`config.mk`:
```
export PLATFORM = sky130hd
export DESIGN_NAME = tile_tl_quiesce_buffer
export DESIGN_NICKNAME = d
export VERILOG_FILES = /design/src/rtl/tile_tl_pkg.sv /design/src/rtl/tl_beat_queue.sv /design/src/rtl/tile_tl_quiesce_buffer.sv
export SDC_FILE = /design/constraint.sdc
export NUM_CORES = 1
export LEC_CHECK = 0
export BUFFER_PORTS_ARGS = -buffer_cell sky130_fd_sc_hd__buf_2
export CAP_MARGIN = 20
export CORE_MARGIN = 10
export CORE_UTILIZATION = 53
export CTS_CLUSTER_SIZE = 14
export DETAILED_ROUTE_END_ITERATION = 8
export PLACE_DENSITY = 0.77
export SETUP_SLACK_MARGIN = 0.05
export SYNTH_ARGS = -nofsm -noshare
export SYNTH_HDL_FRONTEND = slang
export SYNTH_HIERARCHICAL = 1
export SYNTH_SLANG_ARGS = --single-unit
export TNS_END_PERCENT = 30
```
`constraint.sdc`:
```
create_clock -name clock -period 7.75 [get_ports clock]
set_input_delay 1.55 -clock clock [delete_from_list [all_inputs] [get_ports clock]]
set_output_delay 1.55 -clock clock [all_outputs]
set_load 0.005 [all_outputs]
```
`src/rtl/tile_tl_pkg.sv`:
```
// Shared TileLink types for the tile quiesce buffer: opcodes, beat payloads,
// buffer state and the beats-per-message helper.
package tile_tl_pkg;

  localparam logic [2:0] A_PUT_FULL        = 3'd0;
  localparam logic [2:0] A_PUT_PARTIAL     = 3'd1;
  localparam logic [2:0] A_ARITHMETIC      = 3'd2;
  localparam logic [2:0] A_LOGICAL         = 3'd3;
  localparam logic [2:0] D_ACCESS_ACK_DATA = 3'd1;
  localparam logic [2:0] D_GRANT_DATA      = 3'd5;

  typedef struct packed {
    logic [2:0]  opcode;
    logic [2:0]  param;
    logic [3:0]  size;
    logic [1:0]  source;
    logic [31:0] address;
    logic [7:0]  mask;
    logic [63:0] data;
  } a_beat_t;

  typedef struct packed {
    logic [2:0]  opcode;
    logic [1:0]  param;
    logic [3:0]  size;
    logic [1:0]  source;
    logic [2:0]  sink;
    logic        denied;
    logic [63:0] data;
    logic        corrupt;
  } d_beat_t;

  typedef enum logic [1:0] {
    ST_RUN      = 2'd0,
    ST_DRAIN    = 2'd1,
    ST_QUIESCED = 2'd2
  } state_e;

  function automatic logic a_has_data(input logic [2:0] op);
    return (op == A_PUT_FULL) || (op == A_PUT_PARTIAL) ||
           (op == A_ARITHMETIC) || (op == A_LOGICAL);
  endfunction

  function automatic logic d_has_data(input logic [2:0] op);
    return (op == D_ACCESS_ACK_DATA) || (op == D_GRANT_DATA);
  endfunction

  // 64-bit beats: a data message of 2^size bytes spans 2^(size-3) beats.
  function automatic logic [12:0] tl_beats(input logic has_data, input logic [3:0] size);
    if (has_data && (size > 4'd3)) begin
      return 13'd1 << (size - 4'd3);
    end
    return 13'd1;
  endfunction

endpackage

```
`src/rtl/tl_beat_queue.sv`:
```
// Registered-output beat FIFO; no combinational path from input to output side.
// Ready is held low until the first clock edge after reset release.
module tl_beat_queue #(
  parameter int  DEPTH = 2,
  parameter type T     = logic [7:0]
) (
  input  logic clock,
  input  logic reset,
  input  logic in_valid,
  output logic in_ready,
  input  T     in_bits,
  output logic out_valid,
  input  logic out_ready,
  output T     out_bits
);

  localparam int PW = $clog2(DEPTH);
  localparam int CW = $clog2(DEPTH + 1);

  T                mem_q [DEPTH];
  logic [PW-1:0]   wptr_q, wptr_d;
  logic [PW-1:0]   rptr_q, rptr_d;
  logic [CW-1:0]   cnt_q, cnt_d;
  logic            alive_q;
  logic            push, pop;

  assign in_ready  = alive_q && (cnt_q != CW'(DEPTH));
  assign out_valid = (cnt_q != '0);
  assign out_bits  = out_valid ? mem_q[rptr_q] : '0;
  assign push      = in_valid && in_ready;
  assign pop       = out_valid && out_ready;

  always_comb begin
    wptr_d = wptr_q;
    rptr_d = rptr_q;
    if (push) wptr_d = (wptr_q == PW'(DEPTH - 1)) ? '0 : wptr_q + 1'b1;
    if (pop)  rptr_d = (rptr_q == PW'(DEPTH - 1)) ? '0 : rptr_q + 1'b1;
    cnt_d = cnt_q + CW'(push) - CW'(pop);
  end

  always_ff @(posedge clock or negedge reset) begin
    if (!reset) begin
      wptr_q  <= '0;
      rptr_q  <= '0;
      cnt_q   <= '0;
      alive_q <= 1'b0;
    end else begin
      wptr_q  <= wptr_d;
      rptr_q  <= rptr_d;
      cnt_q   <= cnt_d;
      alive_q <= 1'b1;
    end
  end

  // Storage is data only; emptiness masks stale entries on the output.
  always_ff @(posedge clock) begin
    if (push) mem_q[wptr_q] <= in_bits;
  end

endmodule

```
`src/rtl/tile_tl_quiesce_buffer.sv`:
```
// Tile-side TileLink A/D buffer that tracks in-flight sources, flags protocol
// errors and can drain the tile to a quiesced state on request.
module tile_tl_quiesce_buffer
  import tile_tl_pkg::*;
#(
  parameter int DEPTH_A = 2,
  parameter int DEPTH_D = 2
) (
  input  logic        clock,
  input  logic        reset,
  input  logic        in_a_valid,
  output logic        in_a_ready,
  input  logic [2:0]  in_a_bits_opcode,
  input  logic [2:0]  in_a_bits_param,
  input  logic [3:0]  in_a_bits_size,
  input  logic [1:0]  in_a_bits_source,
  input  logic [31:0] in_a_bits_address,
  input  logic [7:0]  in_a_bits_mask,
  input  logic [63:0] in_a_bits_data,
  output logic        out_a_valid,
  input  logic        out_a_ready,
  output logic [2:0]  out_a_bits_opcode,
  output logic [2:0]  out_a_bits_param,
  output logic [3:0]  out_a_bits_size,
  output logic [1:0]  out_a_bits_source,
  output logic [31:0] out_a_bits_address,
  output logic [7:0]  out_a_bits_mask,
  output logic [63:0] out_a_bits_data,
  input  logic        out_d_valid,
  output logic        out_d_ready,
  input  logic [2:0]  out_d_bits_opcode,
  input  logic [1:0]  out_d_bits_param,
  input  logic [3:0]  out_d_bits_size,
  input  logic [1:0]  out_d_bits_source,
  input  logic [2:0]  out_d_bits_sink,
  input  logic        out_d_bits_denied,
  input  logic [63:0] out_d_bits_data,
  input  logic        out_d_bits_corrupt,
  output logic        in_d_valid,
  input  logic        in_d_ready,
  output logic [2:0]  in_d_bits_opcode,
  output logic [1:0]  in_d_bits_param,
  output logic [3:0]  in_d_bits_size,
  output logic [1:0]  in_d_bits_source,
  output logic [2:0]  in_d_bits_sink,
  output logic        in_d_bits_denied,
  output logic [63:0] in_d_bits_data,
  output logic        in_d_bits_corrupt,
  input  logic        quiesce_req,
  output logic        quiesced,
  output logic [1:0]  err
);

  a_beat_t     a_in_beat, a_out_beat;
  d_beat_t     d_in_beat, d_out_beat;
  state_e      state_q, state_d;
  logic [11:0] a_in_cnt_q, a_in_cnt_d;
  logic [11:0] a_out_cnt_q, a_out_cnt_d;
  logic [11:0] d_cnt_q, d_cnt_d;
  logic [3:0]  inflight_q, inflight_d, inflight_set, inflight_clr;
  logic [1:0]  err_q, err_d;
  logic        run, a_q_ready;
  logic        a_in_fire, a_out_fire, d_bus_fire;
  logic        a_in_last, a_out_last, d_last;

  assign a_in_beat = '{opcode: in_a_bits_opcode, param: in_a_bits_param, size: in_a_bits_size,
                       source: in_a_bits_source, address: in_a_bits_address,
                       mask: in_a_bits_mask, data: in_a_bits_data};
  assign d_in_beat = '{opcode: out_d_bits_opcode, param: out_d_bits_param, size: out_d_bits_size,
                       source: out_d_bits_source, sink: out_d_bits_sink,
                       denied: out_d_bits_denied, data: out_d_bits_data,
                       corrupt: out_d_bits_corrupt};

  assign run        = (state_q == ST_RUN);
  assign in_a_ready = a_q_ready && run;

  tl_beat_queue #(.DEPTH(DEPTH_A), .T(a_beat_t)) u_a_queue (
    .clock     (clock),
    .reset     (reset),
    .in_valid  (in_a_valid && run),
    .in_ready  (a_q_ready),
    .in_bits   (a_in_beat),
    .out_valid (out_a_valid),
    .out_ready (out_a_ready),
    .out_bits  (a_out_beat)
  );

  tl_beat_queue #(.DEPTH(DEPTH_D), .T(d_beat_t)) u_d_queue (
    .clock     (clock),
    .reset     (reset),
    .in_valid  (out_d_valid),
    .in_ready  (out_d_ready),
    .in_bits   (d_in_beat),
    .out_valid (in_d_valid),
    .out_ready (in_d_ready),
    .out_bits  (d_out_beat)
  );

  assign out_a_bits_opcode  = a_out_beat.opcode;
  assign out_a_bits_param   = a_out_beat.param;
  assign out_a_bits_size    = a_out_beat.size;
  assign out_a_bits_source  = a_out_beat.source;
  assign out_a_bits_address = a_out_beat.address;
  assign out_a_bits_mask    = a_out_beat.mask;
  assign out_a_bits_data    = a_out_beat.data;
  assign in_d_bits_opcode   = d_out_beat.opcode;
  assign in_d_bits_param    = d_out_beat.param;
  assign in_d_bits_size     = d_out_beat.size;
  assign in_d_bits_source   = d_out_beat.source;
  assign in_d_bits_sink     = d_out_beat.sink;
  assign in_d_bits_denied   = d_out_beat.denied;
  assign in_d_bits_data     = d_out_beat.data;
  assign in_d_bits_corrupt  = d_out_beat.corrupt;

  assign a_in_fire  = in_a_valid && in_a_ready;
  assign a_out_fire = out_a_valid && out_a_ready;
  assign d_bus_fire = out_d_valid && out_d_ready;

  assign a_in_last  = ({1'b0, a_in_cnt_q} ==
                       tl_beats(a_has_data(in_a_bits_opcode), in_a_bits_size) - 13'd1);
  assign a_out_last = ({1'b0, a_out_cnt_q} ==
                       tl_beats(a_has_data(a_out_beat.opcode), a_out_beat.size) - 13'd1);
  assign d_last     = ({1'b0, d_cnt_q} ==
                       tl_beats(d_has_data(out_d_bits_opcode), out_d_bits_size) - 13'd1);

  always_comb begin
    a_in_cnt_d  = a_in_fire  ? (a_in_last  ? '0 : a_in_cnt_q  + 12'd1) : a_in_cnt_q;
    a_out_cnt_d = a_out_fire ? (a_out_last ? '0 : a_out_cnt_q + 12'd1) : a_out_cnt_q;
    d_cnt_d     = d_bus_fire ? (d_last     ? '0 : d_cnt_q     + 12'd1) : d_cnt_q;
  end

  // A set and a clear on the same source in one cycle leaves it in flight.
  always_comb begin
    inflight_set = '0;
    inflight_clr = '0;
    err_d        = err_q;
    if (a_out_fire && (a_out_cnt_q == '0) && inflight_q[a_out_beat.source]) err_d[0] = 1'b1;
    if (d_bus_fire && (d_cnt_q == '0) && !inflight_q[out_d_bits_source])     err_d[1] = 1'b1;
    if (a_out_fire && a_out_last) inflight_set[a_out_beat.source] = 1'b1;
    if (d_bus_fire && d_last)     inflight_clr[out_d_bits_source] = 1'b1;
    inflight_d = (inflight_q & ~inflight_clr) | inflight_set;
  end

  // Using the next A count lets a message that is finishing this cycle enter DRAIN at once.
  always_comb begin
    state_d = state_q;
    case (state_q)
      ST_RUN: begin
        if (quiesce_req && (a_in_cnt_d == '0)) state_d = ST_DRAIN;
      end
      ST_DRAIN: begin
        if (!quiesce_req) state_d = ST_RUN;
        else if (!out_a_valid && !in_d_valid && (inflight_q == '0)) state_d = ST_QUIESCED;
      end
      ST_QUIESCED: begin
        if (!quiesce_req) state_d = ST_RUN;
      end
      default: state_d = ST_RUN;
    endcase
  end

  always_ff @(posedge clock or negedge reset) begin
    if (!reset) begin
      state_q     <= ST_RUN;
      a_in_cnt_q  <= '0;
      a_out_cnt_q <= '0;
      d_cnt_q     <= '0;
      inflight_q  <= '0;
      err_q       <= '0;
    end else begin
      state_q     <= state_d;
      a_in_cnt_q  <= a_in_cnt_d;
      a_out_cnt_q <= a_out_cnt_d;
      d_cnt_q     <= d_cnt_d;
      inflight_q  <= inflight_d;
      err_q       <= err_d;
    end
  end

  assign quiesced = (state_q == ST_QUIESCED);
  assign err      = err_q;

endmodule

```
**Word-level counts from Yosys, hierarchy flattened**

Memory sizes are Yosys's and may differ from the RTL's.
Cells that the tools add are included.

- $lt $le $gt $ge: 7
- Mux-type cells: 38
- Add/sub/neg operators: 17
- Shift operators: 3
- Bitwise gates (word level): 3
- Reductions and logical operators: 43
- Equal/unequal tests: 18

Operators by type and width:

| cell | number |
|---|---|
| 116-bit 2-to-1 mux | 1 |
| 80-bit 2-to-1 mux | 1 |
| 13-bit 2-to-1 mux | 6 |
| 12-bit 2-to-1 mux | 4 |
| 12-bit by 13-bit == test with 1-bit output | 3 |
| 1-bit by 4-bit left shift with 13-bit output, first input constant | 3 |
| 13-bit by 1-bit subtractor with 13-bit output, second input constant | 3 |
| 12-bit by 1-bit adder with 12-bit output, second input constant | 3 |
| 12-bit zero test | 3 |
| 1-bit logical AND | 23 |
| 1-bit 2-to-1 mux | 15 |
| 3-bit by 2-bit == test with 1-bit output, second input constant | 4 |
| 4-bit by 2-bit > comparator with 1-bit output, second input constant | 3 |
| 4-bit by 2-bit subtractor with 4-bit output, second input constant | 3 |
| 3-bit by 1-bit == test with 1-bit output, second input constant | 3 |
| 2-bit 2-to-1 mux | 4 |
| 4-bit 2-to-1 mux | 2 |
| 1-bit logical OR | 7 |
| 3-bit zero test | 2 |
| 2-bit by 3-bit less-than comparator with 1-bit output, second input constant | 2 |
| 2-bit != test, second input constant | 3 |
| 2-bit case mux with 3 select lines | 1 |
| 1-bit adder, second input constant | 4 |
| 2-bit by 1-bit adder with 2-bit output | 2 |
| other kinds (17) | 24 |

- Memories: 2
- RAM bits: 392
- Output and inout bits: 203
- Bits in registers: 53
- Input port bits: 203

Memory list:

| memory | words | width | rd ports | clocked after Yosys merged registers in | write ports | RTL line | RTL |
|---|---|---|---|---|---|---|---|
| u_a_queue.mem_q | 2 | 116 | 1 | 0 | 1 | tl_beat_queue.sv:20 | `T mem_q [DEPTH];` |
| u_d_queue.mem_q | 2 | 80 | 1 | 0 | 1 | tl_beat_queue.sv:20 |  |

**Depth between registers and ports, before layout**

- Depth after elaboration: 15
- Depth in mapped cells: 20
- Gate-level depth less buffers: 15

**Modules after synthesis**

Netlist, hierarchy kept.

Modules (own cells, without submodules):

| module | times used | area an instance (um^2) | cells each | seq. area each (um^2) |
|---|---|---|---|---|
| tl_beat_queue at u_a_queue | 1 | 8979.9 | 511 | 7091.8 |
| tl_beat_queue at u_d_queue | 1 | 6286.0 | 359 | 4929.7 |
| tile_tl_quiesce_buffer | 1 | 4762.1 | 618 | 1101.1 |

**Least setup slack after synthesis**

No wires, ideal clock.

- Path kind: input-to-reg
- Start point: input port in_a_valid
- End point: memory u_a_queue/mem_q[0][0] (netlist bit), enable pin
- Setup slack: 0.423 ns
- Cell stages on the path: 3
- Arrival: 6.734 ns
- Path buffers: 0
- Library setup time: 0.593 ns
- Cells stage by stage: nor3b_1 -> nand3_1 -> nor2_1

- Word-level cells in the longest chain between the ends: 4

Ends and longest elaborated chain:

| what | RTL line | RTL |
|---|---|---|
| start, declared | tile_tl_quiesce_buffer.sv:11 | `input logic in_a_valid,` |
| 1-bit logical AND | tile_tl_quiesce_buffer.sv:80 | `.in_valid (in_a_valid && run),` |
| 1-bit logical AND | tl_beat_queue.sv:30 | `assign push = in_valid && in_ready;` |
| 1-bit 2-to-1 mux | tl_beat_queue.sv:57 | `if (push) mem_q[wptr_q] <= in_bits;` |
| 1-bit 2-to-1 mux (not written as such) | tl_beat_queue.sv:57 |  |
| end, declared | tl_beat_queue.sv:20 |  |

Every way passes these cells.

**Final worst setup path**

- Start point: register u_a_queue.rptr_q
- End point: register a_out_cnt_q[10]

- Word-level cells in the longest chain between the ends: 12
- Elaborated cells between the ends (all ways): 19

Ends and longest elaborated chain:

| what | RTL line | RTL |
|---|---|---|
| start, declared | tl_beat_queue.sv:22 | `logic [PW-1:0] rptr_q, rptr_d;` |
| start signal, assigned | tl_beat_queue.sv:49 | `rptr_q <= rptr_d;` |
| memory 2 x 116 bit (*) | - |  |
| 116-bit 2-to-1 mux (*) | tl_beat_queue.sv:29 | `assign out_bits = out_valid ? mem_q[rptr_q] : '0;` |
| parallel branches: the longest is 6 deep, another holds 4-bit by 2-bit subtractor with 4-bit output | - |  |
| 13-bit 2-to-1 mux (*) | tile_tl_pkg.sv:53 | `return 13'd1;` |
| 13-bit by 1-bit subtractor with 13-bit output (*) | tile_tl_quiesce_buffer.sv:122 | `tl_beats(a_has_data(a_out_beat.opcode), a_out_beat.size) - 13'd1);` |
| 12-bit by 13-bit == test with 1-bit output (*) | tile_tl_quiesce_buffer.sv:121 | `assign a_out_last = ({1'b0, a_out_cnt_q} ==` |
| 12-bit 2-to-1 mux (*) | tile_tl_quiesce_buffer.sv:128 | `a_out_cnt_d = a_out_fire ? (a_out_last ? '0 : a_out_cnt_q + 12'd1) : a_out_cnt_q;` |
| end signal, assigned | tile_tl_quiesce_buffer.sv:173 | `a_out_cnt_q <= a_out_cnt_d;` |
| end, declared | tile_tl_quiesce_buffer.sv:58 | `logic [11:0] a_out_cnt_q, a_out_cnt_d;` |

Mark *: on every way between the ends. The select of a mux whose other input is x is not followed.
A chain may end at the register's enable or synchronous reset.

==> metrics.md <==
| Metric | Value |
|---|---|
| Synth area leaders | `edfxtp_1, mux2i_1, dfrtp_1` |
| Hold Crit Depth | `1` |
| Arrival @ worst endpoint | `5.92 ns` |
| Post-synth top cells | `edfxtp_1, nor2_1, mux2i_1` |
| Hold Path Origin | `err[0]$_DFFE_PN0P_` |
| IO Port Bufs | `405` |
| Slowest CP cell | `dfrtp_4` |
| Hold Buf Count CTS | `0` |
| Register area share after synthesis | `65.5%` |
| FF+latch count, synth | `446` |
| Largest family of logic cells by synthesized area | `simple AND/OR/NAND/NOR gates` |
| Worst setup EP type | `flip-flop` |
| Leakage | `9.59 nW` |
| Simple-gate area share of the yosys netlist | `11.4%` |
| DIE AREA | `46000 µm²` |
| CTS tree | `done` |
| R2R Path End | `a_out_cnt_q[10]$_DFFE_PN0P_` |
| Max_slew headroom | `27.6%` |
| Synth unique cells | `85` |
| Post-Synth XOR/XNOR Area | `3.17%` |
| Crit Path Max Fanout | `58` |
| Critical Path RT | `8.16 ns` |
| CTS Buf Count | `45` |
| Clk_lat worst skew | `0.56 ns` |
| Fin. max-slew vios | `0` |
| CTS resizes | `0` |
| Row count | `71` |
| Post-CTS Repair Setup Buffers | `0` |
| Via-to-Cell Ratio | `5.53` |
| Final ANT Viol Nets | `0` |
| Hold Path Sink | `err[0]$_DFFE_PN0P_` |
| I/O pin count | `406` |
| Clk root buf | `clkbuf_16` |
| DRC viols | `0` |
| PwrDens | `351 nW/µm²` |
| Setup TNS | `0 ns` |
| Via count | `13.3k` |
| Final Hold Fails | `0` |
| Flop-to-flop setup slack | `2.23 ns` |
| Syn Inst Count | `1488` |
| Core region area | `37500 µm²` |
| Crit path cell chain | `mux2i_1 > nor2_1 > and2_1 > ha_1 > or2_2 > or3_1 > ha_1 > xor2_1 > inv_1 > xnor2_1 > o21ai_0 > o21ai_0 > nor4b_4 > and2_1 > a21oi_1` |
| Vias in the first global route | `13.4k` |
| Number of synthesized flops with an enable pin | `392` |
| Drt pass-1 iters | `7` |
| Netlist Area Pre-Place | `20000 µm²` |
| Reg2reg start | `u_a_queue/rptr_q$_DFFE_PN0P_` |
| Die X-Extent | `214 µm` |
| Area growth syn-to-layout | `18.6%` |
| Grt ovf | `0` |
| Final period utilization | `71.2%` |
| Final Wtd Congestion | `0.900` |
| Count leader, synth | `edfxtp_1` |
| Clk slew on worst S/H paths | `0.06 ns` |
| Status | `complete, no violations` |
| Starting density of the core | `53.4%` |
| Yosys Warn Count | `6` |
| Cell taking the most area after synthesis | `edfxtp_1` |
| Compound-Gate Fraction of Synth Area | `5.27%` |
| F_max | `181 MHz` |
| Hold Path Class | `reg2reg` |
| Slew @ Worst Pin | `1.09 ns` |
| Max_cap viols | `0` |
| Number of antenna violations at the first check in global routing | `10` |
| Final #Nets | `2083` |
| Max stage delay on crit path | `1.07 ns` |
| Drt initial violations | `935` |
| Multiplexer share of the synthesized area | `10.3%` |
| Adder-Cell Fraction of Synth Area | `1.00%` |
| Fill cells | `2840` |
| Synth Flop Type | `edfxtp_1` |
| Critical path type | `reg2reg` |
| RSZ-0062 raised after global routing | `no` |
| Syn nets | `1707` |
| Hold Slack | `0.527 ns` |
| Global-route wire length before repair | `75700 µm` |
| Routed len/inst | `20.3 µm` |
| Fraction of final layout cells sized beyond drive strength 1 | `27.1%` |
| Final setup violation count | `0` |
| Worst VDD drop | `0.000250 V` |
| DP HPWL | `34500 µm` |
| Clock Skew | `0.0127 ns` |
| Cells on worst reg2reg path | `15` |
| Worst Setup Start Kind | `flip-flop` |
| Final min period | `5.52 ns` |
| Total track usage | `20.5%` |
| WL final | `48900 µm` |
| Post-synth top area share | `58.8%` |
| Mapped Avg Cell Area | `13.5 µm²` |
| Number of clock sinks | `446` |
| Largest net degree at the start of global routing | `79` |
| Asr flop ratio synth | `12.1%` |
| Clock tree buffer depth | `3` |
| Die height | `214 µm` |
| Htree depth | `2` |
## cell families (layout without fill, tap and decap cells)
group,count (synthesis),after routing
and+or+nand+nor,480,480
DFF,446,446
muxes,204,204
AOI/OAI and AO/OA,149,149
buffers and inverters,121,531
xor gates and xnor gates,70,70
adders and majority gates,16,16
other,2,5
## worst max-delay path by stage
stage	start	endpoint	slack [ns]
2_1_floorplan	in_a_valid	u_a_queue/mem_q[0][0]$_DFFE_PP_	0.42
6_report	u_a_queue/rptr_q$_DFFE_PN0P_	a_out_cnt_q[10]$_DFFE_PN0P_	2.23
4_1_cts	u_a_queue/rptr_q$_DFFE_PN0P_	a_out_cnt_q[11]$_DFFE_PN0P_	2.27
5_1_grt	u_a_queue/rptr_q$_DFFE_PN0P_	a_out_cnt_q[10]$_DFFE_PN0P_	1.87
3_5_place_dp	u_a_queue/rptr_q$_DFFE_PN0P_	a_out_cnt_q[11]$_DFFE_PN0P_	2.31
3_3_place_gp	u_a_queue/rptr_q$_DFFE_PN0P_	a_out_cnt_q[9]$_DFFE_PN0P_	2.46
## where the power goes
| part | leakage (nW) | total (W) | switching [W] | internal, W |
|---|---|---|---|---|
| clock | 0.696 | 0.00211 | 0.000864 | 0.00124 |
| combinational | 4.64 | 0.00293 | 0.00169 | 0.00124 |
| sequential | 4.25 | 0.00330 | 0.000309 | 0.00299 |
| total | 9.59 | 0.00834 | 0.00287 | 0.00547 |
## flip-flops by register name, summed over array words and instances (netlist names), 2 cells and up
name,flops
a_in_cnt_q,12
a_out_cnt_q,12
d_cnt_q,12
err,2
inflight_q,4
state_q,2
u_a_queue/cnt_q,2
u_a_queue/mem_q,232
u_d_queue/cnt_q,2
u_d_queue/mem_q,160
## final cells by class
| cell class | count | area, µm² | area share [%] |
|---|---|---|---|
| diodes | 3 | 7.51 | 0.0316 |
| clock buffers | 60 | 1220 | 5.16 |
| clock inverters | 21 | 205 | 0.864 |
| inverters | 31 | 116 | 0.490 |
| multi-input cells | 921 | 6290 | 26.5 |
| flip-flops and latches | 446 | 13100 | 55.3 |
| well taps | 511 | 639 | 2.69 |
| repair buffers | 419 | 2130 | 8.98 |
## critical path: cells and delay by family, from the launching register on
kind            cells  cell delay, ns
mux                 1            0.17
flops               1            1.07
compound gates      3            0.55
buf+inv             1            0.10
fa+ha+maj           2            0.60
simple gates        6            2.47
xor+xnor            2            0.37
## through the flow
| step | power, W | utilization (%) | std cells | setup slack (ns) | instance area [µm²] |
|---|---|---|---|---|---|
| after global placement | 0.00624 | 59.5 | 2328 | 2.46 | 22300 |
| after global routing | 0.00881 | 63.3 | 2411 | 1.87 | 23700 |
| after floorplan | 0.00523 | - | 1488 | 0.423 | 20000 |
| final | 0.00834 | 63.3 | 2412 | 2.23 | 23700 |
| after CTS | 0.00842 | 63.3 | 2409 | 2.27 | 23700 |
| after detailed placement | 0.00629 | 59.5 | 2328 | 2.31 | 22300 |
## layer usage
metal  global-route usage [%]  routed length (µm)  vias to the layer above
met5                        0                  86                        -
met4                     5.98                 964                       14
met3                     6.06                4120                       79
met2                     34.0               24000                      534
met1                     25.7               19700                     6467
li1                         -                   -                     6244
## placed cells by master (no fill, tap or decap), types with 13 or more instances in the layout
cell type and count:
a21oi_1 31, buf_2 405, buf_4 14, clkbuf_1 13, clkbuf_16 47, dfrtp_1 52, edfxtp_1 392, ha_1 16
inv_1 29, mux2i_1 201, nand2_1 48, nand2b_1 13, nand3_1 37, nor2_1 251, nor3_1 30, o21ai_0 32
xnor2_1 42, xor2_1 26
(Power assumes the default switching activity.)
